--- config.mk ---
export PLATFORM = sky130hd
export DESIGN_NAME = enc_frame_serializer
export DESIGN_NICKNAME = d
export VERILOG_FILES = /design/src/rtl/enc_frame_serializer.sv
export SDC_FILE = /design/constraint.sdc
export NUM_CORES = 1
export LEC_CHECK = 0
export BUFFER_PORTS_ARGS = -buffer_cell sky130_fd_sc_hd__buf_4
export CAP_MARGIN = 40
export CORE_ASPECT_RATIO = 0.9
export CORE_MARGIN = 5
export CORE_UTILIZATION = 45
export CTS_BUF_LIST = sky130_fd_sc_hd__clkbuf_8
export CTS_CLUSTER_DIAMETER = 60
export CTS_CLUSTER_SIZE = 10
export DETAILED_ROUTE_END_ITERATION = 8
export PLACE_DENSITY = 0.76
export SLEW_MARGIN = 5
export SYNTH_ARGS = -nofsm -noshare
export SYNTH_HDL_FRONTEND = slang
export SYNTH_SLANG_ARGS = --single-unit
--- constraint.sdc ---
create_clock -name clk -period 1.4 [get_ports clk]
set_input_delay 0.35 -clock clk [delete_from_list [all_inputs] [get_ports clk]]
set_output_delay 0.35 -clock clk [all_outputs]
set_load 0.05 [all_outputs]
--- src/rtl/enc_frame_serializer.sv ---
// Byte-to-2-bit symbol serializer with XOR encryption, aligned to the upstream Cnt4 phase.
// Optional build macro ROTATE_KEY_EN enables the internal rotating key register.
module enc_frame_serializer (
   input  logic       clk,
   input  logic       rst,
   input  logic [1:0] Cnt4,
   input  logic       in_valid,
   input  logic [7:0] in_data,
   input  logic [7:0] key,
   output logic       in_ready,
   output logic       out_valid,
   output logic [1:0] out_bits,
   output logic       out_last
);

   typedef enum logic [1:0] {
      IDLE       = 2'd0,
      WAIT_ALIGN = 2'd1,
      SHIFT      = 2'd2
   } state_t;

   state_t     state;
   state_t     next_state;
   logic [7:0] shift_reg;
   logic [1:0] sym_cnt;
   logic [7:0] cur_key;
   logic       accept;

   // A new byte can only enter when nothing is in flight or the last symbol is on the wire.
   assign in_ready = (state == IDLE) || ((state == SHIFT) && (sym_cnt == 2'd3));
   assign accept   = in_valid && in_ready;

`ifdef ROTATE_KEY_EN
   logic [7:0] key_reg;
   logic       key_loaded;

   // The first accept after reset uses the key port; every later accept uses the rotated copy.
   assign cur_key = key_loaded ? key_reg : key;

   always_ff @(posedge clk or posedge rst) begin
      if (rst) begin
         key_reg    <= 8'h00;
         key_loaded <= 1'b0;
      end else if (accept) begin
         key_reg    <= {cur_key[5:0], cur_key[7:6]};
         key_loaded <= 1'b1;
      end
   end
`else
   assign cur_key = key;
`endif

   always_ff @(posedge clk or posedge rst) begin
      if (rst) begin
         state <= IDLE;
      end else begin
         state <= next_state;
      end
   end

   always_ff @(posedge clk or posedge rst) begin
      if (rst) begin
         shift_reg <= 8'h00;
         sym_cnt   <= 2'd0;
      end else if (accept) begin
         shift_reg <= in_data ^ cur_key;
         sym_cnt   <= 2'd0;
      end else if (state == SHIFT) begin
         sym_cnt <= sym_cnt + 2'd1;
      end
   end

   // Leaving WAIT_ALIGN on the Cnt4=3 edge puts the first symbol in the Cnt4=0 cycle.
   always_comb begin
      next_state = state;
      out_valid  = 1'b0;
      out_bits   = 2'b00;
      out_last   = 1'b0;
      case (state)
         IDLE: begin
            if (accept) begin
               next_state = (Cnt4 == 2'd3) ? SHIFT : WAIT_ALIGN;
            end
         end
         WAIT_ALIGN: begin
            if (Cnt4 == 2'd3) begin
               next_state = SHIFT;
            end
         end
         SHIFT: begin
            out_valid = 1'b1;
            case (sym_cnt)
               2'd0:    out_bits = shift_reg[7:6];
               2'd1:    out_bits = shift_reg[5:4];
               2'd2:    out_bits = shift_reg[3:2];
               default: out_bits = shift_reg[1:0];
            endcase
            if (sym_cnt == 2'd3) begin
               out_last   = 1'b1;
               next_state = accept ? SHIFT : IDLE;
            end
         end
         default: begin
            next_state = IDLE;
         end
      endcase
   end

endmodule
=== After elaboration in Yosys (flattened, before gate mapping) ===
Cells that the tools add are included.

* Add/subtract/negate cells: 1
* Multipliers: 0
* Div/mod/pow operators: 0
* $lt $le $gt $ge: 0
* Equal/unequal tests: 9
* Shifts and indexed selects: 0
* Mux-type cells: 13
* Bitwise gates (word level): 1
* Reductions and logical operators: 7

{| class="wikitable"
|+ Operator list
! kind !! number
|-
| two-way mux 2 bit || 8
|-
| case mux 2 bit (3 select lines) || 2
|-
| == test 2 bit (second input constant) || 4
|-
| bitwise XOR 8 bit || 1
|-
| == test 2 x 1 -> 1 bit (second input constant) || 2
|-
| zero test 2 bit || 2
|-
| inequality test 2 bit (second input constant) || 2
|-
| two-way mux 1 bit || 3
|-
| AND reduction 3 bit || 1
|-
| adder 2 x 1 -> 2 bit (second input constant) || 1
|-
| logical AND 1 bit || 2
|-
| inequality test 2 x 1 -> 1 bit (second input constant) || 1
|-
| nonzero test 2 bit || 1
|-
| logical OR 1 bit || 1
|}

* Register bits after elaboration: 12
* Bits in latches: 0
* Memory bits (writable): 0
* ROM bits: 0
* Input bits: 21
* Output and inout port bits: 5
* Word-level logic and storage cells: 34
* Memories: 0

=== Logic depth before layout (Yosys ltp) ===
* Depth after elaboration: 7
* Mapped depth: 5
* Depth with buffers taken out: 4

=== Worst setup path after synthesis ===
Ideal clock, no wire load.

* Path type: register to output
* Start: register state[0]
* End: output port out_bits[0]
* Arrival time: 1.733 ns
* Data required time: 1.050 ns
* Path slack: -0.683 ns
* Cell stages (with the launch flop): 5
* Buffers on the path: 1
* Cell sequence: dfrtp_1 > nor2b_1 > buf_2 > o21ai_0 > a21oi_1

* Word-level cells in the longest chain between the ends: 2

{| class="wikitable"
|+ Ends and longest elaborated chain
! what !! line !! text
|-
| start, declared || 22 || <nowiki>state_t state;</nowiki>
|-
| start signal, assigned || 57 || <nowiki>state <= next_state;</nowiki>
|-
| == test 2 bit || 79 || <nowiki>case (state)</nowiki>
|-
| two-way mux 2 bit || 79 ||
|-
| end, declared || 12 || <nowiki>output logic [1:0] out_bits,</nowiki>
|}

No other way between the ends.

=== Worst setup path after layout ===
* Start: register sym_cnt[1]
* End: output port out_bits[0]

* Word-level cells in the longest chain between the ends: 3
* Elaborated cells between the ends (all ways): 5
* Classes of those cells: 2 x eq/ne; 2 x mux; 1 x reduce/logical

{| class="wikitable"
|+ Ends and longest elaborated chain
! what !! line !! text
|-
| start, declared || 25 || <nowiki>logic [1:0] sym_cnt;</nowiki>
|-
| start signal, assigned || 69 || <nowiki>sym_cnt <= sym_cnt + 2'd1;</nowiki>
|-
| == test 2 bit, or another cell as far along || 92 || <nowiki>case (sym_cnt)</nowiki>
|-
| case mux 2 bit (3 select lines) * || 92 ||
|-
| two-way mux 2 bit * || 79 ||
|}

Mark *: on every way between the ends. The rest lies on a longest branch, timed or not.

==> flow_summary.toml <==
[power_and_ir_drop]
p_comb_share_pct = 55.2
power_frac_clock_pct = 16.2
finalPower_uw = 2285
p_int_uw = 1503
p_sw_share_pct = 34.22
ir_drop_uv = 1121
power_frac_seq_pct = 28.6
powerDensity_mw_per_mm2 = 1887
p_leak_uw = 0.0005802
power_switching_uw = 781.9

[clock_network]
cts_buffer_depth = 2
clkTransAtPathRegs_ns = 0.05
cts_max_level = 1
cts_tree = "built"
cts_hold_buf = 0
clock_sinks = 12
clk_latency_ns = 0.24
cts_made_buffers = 3
clockRootBuffer = "clkbuf_8"

[logic_synthesis]
avgSynthCellArea_um2 = 12.21
ys_seq_area_share_pct = 42.40
synth.distinct_cells = 19
ys_seq_elements = 12
yosysTopAreaCellShare_pct = 42.40
synthCells = 58
yosys_warnings = 0
synth.cell_area_um2 = 708.2
synth.area.top_cells = "dfrtp_1 42%, mux2_4 17%, xor2_1 9.9%"
synth_area_leader_cell = "dfrtp_1"
syn_nets = 83

[global_route]
globalRouteMet3Util_pct = 5.296
grtUsageTotal_pct = 15.77
grt.overflow.total = 0
grt_pass1_wl_mm = 2.628
antenna_found_initial = 0
grt_max_degree = 13
use_met2_pct = 29.70
grt-busiest-layer = "met2"
grt_pass1_vias = 595
use_met1_pct = 16.05

[critical_path]
reg2reg_slack_ns = -0.42
reg2reg_from = "sym_cnt[1]$_DFFE_PP0P_"
start_kind = "flip-flop"
ff2ff_path_depth = 8
worstPathArrival_ns = 1.63
reg2reg_to = "shift_reg[1]$_DFFE_PP0P_"
path_class = "flip-flop to output pin"
required_ns = 1.05
end_kind = "output pin"
crit_fanout = 4

[finish]
fillerInstances = 92
largest_reg_flops = 8
diodes = 0
design_area_mm2 = 0.001211
register_area_um2 = 302.8
multiInputGateArea_um2 = 447.9
layout_commonest_cell = "buf_4"
layout_common_cells = "35 x buf_4, 10 x dfrtp_1, 8 x xor2_1, 8 x mux2_4, 5 x buf_6"
drive_gt1_share_pct = 69.90
layout.nets = 129
area.growth.synth_to_final_pct = 71.02

[placed_design]
dp_hpwl_mm = 1.207
io_buffers = 25
place_area_mm2 = 0.001046
gp_congestion = 0.6701

[detailed_routing]
wire_per_inst_um = 13.75
firstDrtPassIters = 4
viasPerCell = 4.898
antenna_left = 0
vias = 578
drtIter0Drc = 11
wl_mm = 1.622
drc_errors = 0

[die]
dieHeight_um = 47.64
initial_core_util_pct = 48.38
fp.coreArea_mm2 = 0.001464
die_w_um = 51.82
io_pins = 26
rows = 13
dieArea_mm2 = 0.002468

[sta]
setup_viol = 16
relSlewSlack_pct = 70.12
worst_slew_pin_slew_ns = 0.4478
fin_crit_ns = 1.982
fmax_ghz = 0.5047
hold_violations = 0
clock_skew_ns = 0.002056
rsz0062_at_grt = "true"
timing.hold.ws_ns = 0.1174
drv_slew = 0
layout_setup_ws_ns = -0.5815
min_period_over_period_pct = 141.5

[worst_hold_path]
hp-class = "input port to async pin"

[flow_run]
cap_violations = 0

[run_status]
outcome = "finished, violations left"
violations = "negative setup slack"
-- Yosys cell counts (all sizes together) --
cell,number
dfrtp,12
mux2,8
xor2,8
nor2,5
ha,4
inv,4
o21ai,3
a21oi,2
a222oi,2
buf,2
nor2b,2
and2,1
mux2i,1
nand2,1
nor3b,1
o32a,1
xnor2,1
-- layout make-up --
cell class,count,area share (%)
Timing Repair Buffer,43,30.48
Sequential cell,12,25.00
Multi-Input combinational cell,40,36.98
Inverter,4,1.446
Tap cell,15,1.550
Clock buffer,4,4.545
-- worst max-delay path by stage --
stage,slack (ns),to,from,cells after the start
detailed placement,-0.36,out_bits[0],sym_cnt[0]$_DFFE_PP0P_,6
global route,-0.59,out_bits[1],sym_cnt[1]$_DFFE_PP0P_,6
CTS,-0.60,out_bits[0],sym_cnt[0]$_DFFE_PP0P_,6
finish,-0.58,out_bits[0],sym_cnt[1]$_DFFE_PP0P_,6
global placement,-0.31,out_bits[0],sym_cnt[0]$_DFFE_PP0P_,6
floorplan,-0.20,out_bits[0],sym_cnt[0]$_DFFE_PP0P_,4
-- power by group through the flow --
stage	combinational (uW)	sequential, uW	clock [uW]
finish	1260	653	370
global route	1340	671	398
CTS	1210	626	378
detailed placement	1050	632	0
global placement	1020	624	0
floorplan	672	598	0
-- per-layer routing --
layer / wire length [um] / part of all wire [%]
met5: 0 / 0
met2: 847 / 52
met4: 35 / 2.2
met3: 127 / 7.8
met1: 611 / 38
-- logic make-up (layout without fill, tap and decap cells) --
| kind of cell | count (synthesis) | after routing | synth area share, % |
|---|---|---|---|
| flip-flops | 12 | 12 | 42.40 |
| AND/OR/NAND/NOR | 10 | 10 | 8.657 |
| XOR/XNOR | 9 | 9 | 11.13 |
| multiplexers | 9 | 9 | 18.38 |
| AO/OA/AOI/OAI | 8 | 8 | 7.950 |
| buffers and inverters | 6 | 51 | 4.416 |
| adder cells (fa/ha/maj) | 4 | 4 | 7.067 |
-- timing repair --
action	CTS	global route
hold endpoints to repair	0	0
gates resized for setup	12	8
endpoints found under the setup margin	15	16
cloned	0	0
pin swaps	3	3
buffers inserted	3	1
-- stage by stage --
stage	utilization (%)	setup TNS, ns	instances	worst slack, ns
2_1_floorplan	-	-0.7761	58	-0.1977
3_3_place_gp	71.45	-2.154	111	-0.3071
3_5_place_dp	71.45	-2.776	111	-0.3585
4_1_cts	80.60	-4.308	117	-0.6027
5_1_grt	82.74	-6.627	118	-0.5911
6_report	82.74	-5.935	118	-0.5815
-- critical path, cell delays in order (launching register included) --
cell      delay (ns)
dfrtp_2         0.41
inv_2           0.08
ha_4            0.16
a222oi_1        0.35
buf_4           0.18
a21oi_4         0.05
buf_6           0.16
Note: power is estimated with default switching activity, not from simulation.
